`src/rtl/sig_checkpoint_pkg.sv`:
```
// Shared definitions for the checkpoint monitor: run-state encoding and fail-cause codes.
package sig_checkpoint_pkg;

  typedef enum logic [1:0] {
    StIdle  = 2'd0,
    StArmed = 2'd1,
    StPass  = 2'd2,
    StFail  = 2'd3
  } state_e;

  localparam logic [1:0] FC_NONE    = 2'b00;
  localparam logic [1:0] FC_TIMEOUT = 2'b01;
  localparam logic [1:0] FC_ORDER   = 2'b10;
  localparam logic [1:0] FC_ABORT   = 2'b11;

endpackage

```
`src/rtl/sig_stable_match.sv`:
```
// Masked compare of a sampled word against one expected value, qualified by a
// saturating run counter so only a match held for STABLE_CYCLES samples counts.
module sig_stable_match #(
  parameter int unsigned WIDTH         = 16,
  parameter int unsigned STABLE_CYCLES = 2
) (
  input  logic             i_clk,
  input  logic             i_rst,
  input  logic             i_clr,
  input  logic [WIDTH-1:0] i_sig,
  input  logic [WIDTH-1:0] i_exp,
  input  logic [WIDTH-1:0] i_mask,
  output logic             o_match,
  output logic             o_match_stable
);

  localparam int unsigned    CW      = $clog2(STABLE_CYCLES + 1);
  localparam logic [CW-1:0]  MaxCnt  = CW'(STABLE_CYCLES);
  localparam logic [CW-1:0]  LastCnt = CW'(STABLE_CYCLES - 1);

  logic [CW-1:0] r_cnt;
  logic [CW-1:0] w_cnt_d;

  assign o_match = ((i_sig ^ i_exp) & i_mask) == '0;
  // Stable in the cycle whose increment would reach STABLE_CYCLES, so the
  // registered hit lands one cycle later.
  assign o_match_stable = o_match && (r_cnt >= LastCnt);

  always_comb begin
    w_cnt_d = r_cnt;
    if (i_clr || !o_match) begin
      w_cnt_d = '0;
    end else if (r_cnt != MaxCnt) begin
      w_cnt_d = r_cnt + 1'b1;
    end
  end

  always_ff @(posedge i_clk) begin
    if (i_rst) begin
      r_cnt <= '0;
    end else begin
      r_cnt <= w_cnt_d;
    end
  end

endmodule

```
`src/rtl/sig_checkpoint_mon.sv`:
```
// Checkpoint monitor: waits for an ordered series of stable status values under a
// cycle watchdog and reports pass, fail and the fail cause.
module sig_checkpoint_mon #(
  parameter int unsigned WIDTH          = 16,
  parameter int unsigned NUM_STAGES     = 2,
  parameter int unsigned STABLE_CYCLES  = 2,
  parameter int unsigned TIMEOUT_CYCLES = 30000,
  parameter int unsigned TO_MODE        = 0,
  parameter int unsigned STRICT         = 1,
  parameter int unsigned CNT_W          = 32
) (
  input  logic                              wb_clk_i,
  input  logic                              wb_rst_i,
  input  logic                              start_i,
  input  logic                              abort_i,
  input  logic [WIDTH-1:0]                  sig_i,
  input  logic [WIDTH-1:0]                  mask_i,
  input  logic [NUM_STAGES*WIDTH-1:0]       exp_i,
  output logic                              busy_o,
  output logic                              pass_o,
  output logic                              fail_o,
  output logic [1:0]                        fail_code_o,
  output logic [$clog2(NUM_STAGES+1)-1:0]   stage_o,
  output logic                              hit_o,
  output logic [CNT_W-1:0]                  cycles_o
);

  import sig_checkpoint_pkg::*;

  localparam int unsigned      SW        = $clog2(NUM_STAGES + 1);
  localparam logic [SW-1:0]    LastStage = SW'(NUM_STAGES - 1);
  localparam logic [SW-1:0]    DoneStage = SW'(NUM_STAGES);
  localparam logic [CNT_W-1:0] ToLast    = CNT_W'(TIMEOUT_CYCLES - 1);

  state_e                  r_state, w_state_d;
  logic [WIDTH-1:0]        r_sig;
  logic [SW-1:0]           r_stage, w_stage_d;
  logic [CNT_W-1:0]        r_cycles, w_cycles_d, w_cycles_inc;
  logic                    r_pass, w_pass_d;
  logic                    r_fail, w_fail_d;
  logic                    r_hit, w_hit_d;
  logic [1:0]              r_code, w_code_d;
  logic [NUM_STAGES-1:0]   w_match, w_stable;
  logic                    w_armed, w_clr;
  logic                    w_cur_match, w_cur_stable, w_later, w_order, w_timeout;

  // Single sampling flop; the source is assumed synchronous or quasi-static.
  always_ff @(posedge wb_clk_i) begin
    if (wb_rst_i) begin
      r_sig <= '0;
    end else begin
      r_sig <= sig_i;
    end
  end

  assign w_armed = (r_state == StArmed);
  assign w_clr   = !w_armed || w_cur_stable;

  for (genvar k = 0; k < NUM_STAGES; k++) begin : g_stage
    sig_stable_match #(
      .WIDTH        (WIDTH),
      .STABLE_CYCLES(STABLE_CYCLES)
    ) u_match (
      .i_clk         (wb_clk_i),
      .i_rst         (wb_rst_i),
      .i_clr         (w_clr),
      .i_sig         (r_sig),
      .i_exp         (exp_i[k*WIDTH +: WIDTH]),
      .i_mask        (mask_i),
      .o_match       (w_match[k]),
      .o_match_stable(w_stable[k])
    );
  end

  always_comb begin
    w_cur_match  = 1'b0;
    w_cur_stable = 1'b0;
    w_later      = 1'b0;
    for (int k = 0; k < NUM_STAGES; k++) begin
      if (r_stage == SW'(k)) begin
        w_cur_match  = w_match[k];
        w_cur_stable = w_stable[k];
      end
      if ((SW'(k) > r_stage) && w_stable[k]) begin
        w_later = 1'b1;
      end
    end
  end

  assign w_order      = (STRICT != 0) && w_later && !w_cur_match;
  // >= rather than == so a non-final hit on the limit cycle cannot skip the timeout.
  assign w_timeout    = (r_cycles >= ToLast);
  assign w_cycles_inc = (r_cycles == '1) ? r_cycles : r_cycles + 1'b1;

  always_comb begin
    w_state_d  = r_state;
    w_stage_d  = r_stage;
    w_cycles_d = r_cycles;
    w_pass_d   = r_pass;
    w_fail_d   = r_fail;
    w_code_d   = r_code;
    w_hit_d    = 1'b0;
    unique case (r_state)
      StIdle, StPass, StFail: begin
        if (start_i) begin
          w_state_d  = StArmed;
          w_stage_d  = '0;
          w_cycles_d = '0;
          w_pass_d   = 1'b0;
          w_fail_d   = 1'b0;
          w_code_d   = FC_NONE;
        end
      end
      StArmed: begin
        if (abort_i) begin
          w_state_d = StFail;
          w_fail_d  = 1'b1;
          w_code_d  = FC_ABORT;
        end else if (w_cur_stable) begin
          w_hit_d = 1'b1;
          if (r_stage == LastStage) begin
            w_state_d = StPass;
            w_pass_d  = 1'b1;
            w_stage_d = DoneStage;
          end else begin
            w_stage_d  = r_stage + 1'b1;
            w_cycles_d = (TO_MODE != 0) ? '0 : w_cycles_inc;
          end
        end else if (w_order) begin
          w_state_d = StFail;
          w_fail_d  = 1'b1;
          w_code_d  = FC_ORDER;
        end else if (w_timeout) begin
          w_state_d = StFail;
          w_fail_d  = 1'b1;
          w_code_d  = FC_TIMEOUT;
        end else begin
          w_cycles_d = w_cycles_inc;
        end
      end
      default: w_state_d = StIdle;
    endcase
  end

  always_ff @(posedge wb_clk_i) begin
    if (wb_rst_i) begin
      r_state  <= StIdle;
      r_stage  <= '0;
      r_cycles <= '0;
      r_pass   <= 1'b0;
      r_fail   <= 1'b0;
      r_code   <= FC_NONE;
      r_hit    <= 1'b0;
    end else begin
      r_state  <= w_state_d;
      r_stage  <= w_stage_d;
      r_cycles <= w_cycles_d;
      r_pass   <= w_pass_d;
      r_fail   <= w_fail_d;
      r_code   <= w_code_d;
      r_hit    <= w_hit_d;
    end
  end

  assign busy_o      = w_armed;
  assign pass_o      = r_pass;
  assign fail_o      = r_fail;
  assign fail_code_o = r_code;
  assign stage_o     = r_stage;
  assign hit_o       = r_hit;
  assign cycles_o    = r_cycles;

endmodule

```
`config.mk`:
```
export PLATFORM = sky130hd
export DESIGN_NAME = sig_checkpoint_mon
export DESIGN_NICKNAME = d
export VERILOG_FILES = /design/src/rtl/sig_checkpoint_pkg.sv /design/src/rtl/sig_stable_match.sv /design/src/rtl/sig_checkpoint_mon.sv
export SDC_FILE = /design/constraint.sdc
export NUM_CORES = 1
export LEC_CHECK = 0
export CAP_MARGIN = 20
export CORE_ASPECT_RATIO = 0.8
export CORE_UTILIZATION = 42
export DETAILED_ROUTE_END_ITERATION = 7
export PLACE_DENSITY_LB_ADDON = 0.08
export RECOVER_POWER = 50
export SYNTH_ARGS = -nofsm -noshare
export SYNTH_HDL_FRONTEND = slang
export SYNTH_HIERARCHICAL = 1
export SYNTH_SLANG_ARGS = --single-unit
```
`constraint.sdc`:
```
create_clock -name wb_clk_i -period 2.8 [get_ports wb_clk_i]
set_clock_uncertainty 0.15 [all_clocks]
set_input_delay 0.42 -clock wb_clk_i [delete_from_list [all_inputs] [get_ports wb_clk_i]]
set_output_delay 0.42 -clock wb_clk_i [all_outputs]
set_load 0.02 [all_outputs]
```
==> qor_table.md <==
| Result | This run | Unit |
|---|---|---|
| Run status | finished clean | - |
| Final std cell area, no fill | 5250 | sq um |
| Number of failing setup endpoints in the final timing report | 0 | - |
| Net switching fraction of the power | 23.0 | % |
| Hpwl dp | 6490 | um |
| Number of violations reported at the end of detailed-routing iteration 0 | 173 | - |
| Number of nets still failing antenna checks after routing | 0 | - |
| WP data required | 2.93 | ns |
| Number of warnings reported in the yosys synthesis log | 6 | - |
| CP Max Fanout | 7 | - |
| Post-synth design cell area | 3290 | sq um |
| Register bit count reported by yosys | 61 | - |
| Total die area | 8190 | sq um |
| Clock latency on the worst-skew pair | 0.34 | ns |
| Hold violation count in the final report | 0 | - |
| Reported leakage power | 0.00210 | uW |
| Number of nets in the layout | 610 | - |
| Post-synth cell types | 44 | - |
| Maximum clock frequency | 0.361 | GHz |
| Overflow left after global routing | 0 | - |
| Setup slack at placement | -0.467 | ns |
| Number of antenna violations at the first check in global routing | 0 | - |
| Largest net degree at the start of global routing | 29 | - |
| Via count of the routed design | 3435 | - |
| Die Wd | 101 | um |
| Maximum capacitance violations | 0 | - |
| Endpoint arrival time on the critical path | 2.89 | ns |
| Placed cell area | 4640 | sq um |
| Max transition margin | 22.9 | % |
| Period minus WS final | 2.77 | ns |
| Post-route insts no fill | 645 | - |
| Summed negative setup slack over all endpoints | 0 | ns |
| Effective utilization at floorplan | 43.9 | % |
| Reg power frac | 42.2 | % |
| Worst setup slack after layout | 0.0328 | ns |
| Max Transition Viols Final | 0 | - |
| Routed wire length per instance | 14.6 | um |
| Clk pin slew, worst setup/hold paths | 0.07 | ns |
| Filler instances | 619 | - |
| Synth Area in Simple Gates | 27.0 | % |
| Syn avg cell area | 8.50 | sq um |
| Post-placement cell count | 610 | - |
| Antenna diode count | 0 | - |
| H-tree Lvls | 3 | - |
| Startpoint kind of the worst setup timing path | primary input | - |
| Worst hold path startpoint | fail_o | - |
| Drt drc | 0 | - |
| Cell internal power dissipation | 1650 | uW |
| Vias in the first global route | 3180 | - |
| Wire length of the first global-routing pass | 14600 | um |
| Count of standard-cell rows | 28 | - |
| Post-synthesis sequential area ratio | 37.1 | % |
| Area grow syn2layout | 59.7 | % |
| Minimum hold slack | 0.302 | ns |
| Setup repair after global routing missed its margin | true | - |
| Aggregate routed wire length | 9440 | um |
| Number of search-and-repair iterations in the first detailed-routing pass | 5 | - |
| Fraction of synthesis flops using an asynchronous set or reset pin | 0 | % |
| Combinational family with the most area after synthesis | simple AND/OR/NAND/NOR gates | - |
| Fin crit share | 98.8 | % |
| Layout cells sized above 1 | 20.9 | % |
| Psw | 492 | uW |
| Placer's final routability congestion estimate | 0.767 | - |
| Area share of xor/xnor cells in the synthesized design | 9.59 | % |
| Worst min-delay path class | reg2reg | - |
| Largest buffer count on any clock path | 2 | - |
| Core region area | 7500 | sq um |
| Number of clock sinks | 61 | - |
| Relative contribution of combinational cells to total power | 13.8 | % |
| Cell Pwr Density | 407 | nW/um^2 |
| Startpoint of the most critical register-to-register path | r_sig[10] | - |
| Clk root buf | sky130_fd_sc_hd__clkbuf_8 | - |
| Multiplexer share of the synthesized area | 0.913 | % |
| CTS tree | built | - |
| Vias per cell | 5.33 | - |
| Most used flip-flop cell after synthesis | sky130_fd_sc_hd__dfxtp_1 | - |
| Gr usage total | 23.0 | % |
| Startpoint of the worst setup timing path | exp_i[12] | - |
| Nets in the synthesized netlist | 462 | - |
| Gate Count Post-Synth | 387 | - |
| Slew at the pin closest to its max-slew limit | 1.16 | ns |
| IR drop worst, VDD | 0.353 | mV |
| PortBufs | 107 | - |
| Number of synthesized flops with an enable pin | 0 | - |
| I/O pin count | 108 | - |
| Vertical extent of the die | 81.1 | um |
| Fraction of the mapped netlist area in compound gates | 18.6 | % |
| Critical path class | in2reg | - |
| TritonCTS Buffers | 9 | - |
| Critical Path Sink Type | flop | - |
| Area share of fa/ha/maj cells after synthesis | 2.66 | % |
| Share of total power in the clock network | 44.0 | % |
## stage by stage
stage / total power [uW] / utilization (%)
floorplan: 1030 / -
global placement: 1180 / 61.9
detailed placement: 1190 / 61.9
CTS: 2130 / 65.8
global route: 2220 / 70.1
finish: 2140 / 70.1
## kinds of logic after synthesis
family	after synthesis
AOI/OAI and AO/OA	97
xor gates and xnor gates	36
adders and majority gates	7
buffers and inverters	34
DFF	61
muxes	3
and+or+nand+nor	149
## per-layer routing
layer | up-vias | part of all wire [%] | track usage (%)
met5 | - | 0 | 0
met4 | 0 | 0.76 | 4.78
met3 | 7 | 5.9 | 6.28
met2 | 105 | 46 | 37.8
met1 | 1608 | 47 | 30.4
li1 | 1715 | - | -
## synthesized netlist by cell type (2+ instances only)
cell type / n / area (sq um)
sky130_fd_sc_hd__nor3_2: 6 / 60.1
sky130_fd_sc_hd__xor2_1: 35 / 307
sky130_fd_sc_hd__inv_1: 17 / 63.8
sky130_fd_sc_hd__nand2_1: 25 / 93.8
sky130_fd_sc_hd__o21ai_0: 20 / 100
sky130_fd_sc_hd__or4_1: 12 / 90.1
sky130_fd_sc_hd__mux2i_1: 3 / 30.0
sky130_fd_sc_hd__nand2b_1: 3 / 18.8
sky130_fd_sc_hd__a21oi_1: 32 / 160
sky130_fd_sc_hd__nor3_1: 6 / 30.0
sky130_fd_sc_hd__nand4_1: 9 / 56.3
sky130_fd_sc_hd__nand4b_1: 2 / 17.5
sky130_fd_sc_hd__ha_1: 7 / 87.6
sky130_fd_sc_hd__o211ai_1: 5 / 37.5
sky130_fd_sc_hd__nand3_1: 12 / 60.1
sky130_fd_sc_hd__a22oi_2: 2 / 25.0
sky130_fd_sc_hd__nand4_2: 2 / 25.0
sky130_fd_sc_hd__nor2b_1: 17 / 106
sky130_fd_sc_hd__nor2_1: 17 / 63.8
sky130_fd_sc_hd__a211oi_1: 2 / 15.0
sky130_fd_sc_hd__clkbuf_1: 13 / 48.8
sky130_fd_sc_hd__a22oi_1: 16 / 120
sky130_fd_sc_hd__o2111ai_1: 2 / 17.5
sky130_fd_sc_hd__o31ai_1: 11 / 82.6
sky130_fd_sc_hd__buf_2: 4 / 20.0
sky130_fd_sc_hd__dfxtp_1: 61 / 1220
sky130_fd_sc_hd__nor4_1: 8 / 50.1
sky130_fd_sc_hd__or3_1: 22 / 138
## flip-flops by register name, indices dropped and copies added (netlist names)
signal and flops:
cycles_o 32, r_sig 16, g_stage.u_match/r_cnt 4, fail_code_o 2, r_state 2, stage_o 2
fail_o 1, hit_o 1, pass_o 1
## critical path, stage by stage
cell                            delay, ns
sky130_fd_sc_hd__dlygate4sd2_1       0.25
sky130_fd_sc_hd__xor2_1              0.17
sky130_fd_sc_hd__a22oi_2             0.18
sky130_fd_sc_hd__nand4_1             0.20
sky130_fd_sc_hd__buf_4               0.20
sky130_fd_sc_hd__nor3_4              0.13
sky130_fd_sc_hd__nand2_2             0.09
sky130_fd_sc_hd__o21ai_2             0.14
sky130_fd_sc_hd__or2_4               0.17
sky130_fd_sc_hd__o2111ai_2           0.16
sky130_fd_sc_hd__buf_6               0.19
sky130_fd_sc_hd__or4_4               0.48
sky130_fd_sc_hd__a21oi_2             0.13
## final cells by class
type | instances | area, sq um | share of cell area, %
Sequential cell | 61 | 1230 | 23.3
Multi-Input combinational cell | 292 | 2120 | 40.3
Timing Repair Buffer | 154 | 1470 | 28.0
Clock inverter | 3 | 65.1 | 1.24
Inverter | 17 | 63.8 | 1.21
Tap cell | 105 | 131 | 2.50
Clock buffer | 13 | 179 | 3.41
## power groups by stage
| stage | Sequential [uW] | Combinational, uW | Clock, uW |
|---|---|---|---|
| after global routing | 904 | 317 | 1000 |
| after CTS | 901 | 271 | 961 |
| after floorplan | 922 | 111 | 0 |
| after detailed placement | 921 | 268 | 0 |
| final | 902 | 295 | 941 |
| after global placement | 920 | 264 | 0 |
## final timing paths
kind                  end  slack, ns  cells after the start
max          cycles_o[28]       0.03                     13
min                fail_o       0.30                      2
max reg2reg  cycles_o[28]       0.05                     12
min reg2reg        fail_o       0.30                      2
## cell usage in the layout (no fill, tap or decap), types with 7 or more instances in the layout
cell	synthesis	final
sky130_fd_sc_hd__dlygate4sd2_1	0	30
sky130_fd_sc_hd__a21oi_1	32	26
sky130_fd_sc_hd__dlygate4sd3_1	0	26
sky130_fd_sc_hd__clkbuf_8	0	13
sky130_fd_sc_hd__nor2b_1	17	17
sky130_fd_sc_hd__inv_1	17	17
sky130_fd_sc_hd__buf_4	0	40
sky130_fd_sc_hd__nor4_1	8	7
sky130_fd_sc_hd__a22oi_2	2	12
sky130_fd_sc_hd__nand3_1	12	11
sky130_fd_sc_hd__o31ai_1	11	8
sky130_fd_sc_hd__o21ai_0	20	18
sky130_fd_sc_hd__nand4_1	9	9
sky130_fd_sc_hd__dlymetal6s2s_1	0	13
sky130_fd_sc_hd__or3_1	22	21
sky130_fd_sc_hd__dfxtp_1	61	57
sky130_fd_sc_hd__nand2_1	25	23
sky130_fd_sc_hd__nor2_1	17	16
sky130_fd_sc_hd__xor2_1	35	34
sky130_fd_sc_hd__clkdlybuf4s50_1	0	37
sky130_fd_sc_hd__ha_1	7	7
## timing repair
item / in CTS / in global routing
endpoints found under the setup margin: 21 / 29
cloned: 1 / 4
pin swaps: 25 / 38
hold buffers: 0 / 0
resized for setup: 37 / 62
setup buffers: 8 / 6
(Power assumes the default switching activity.)
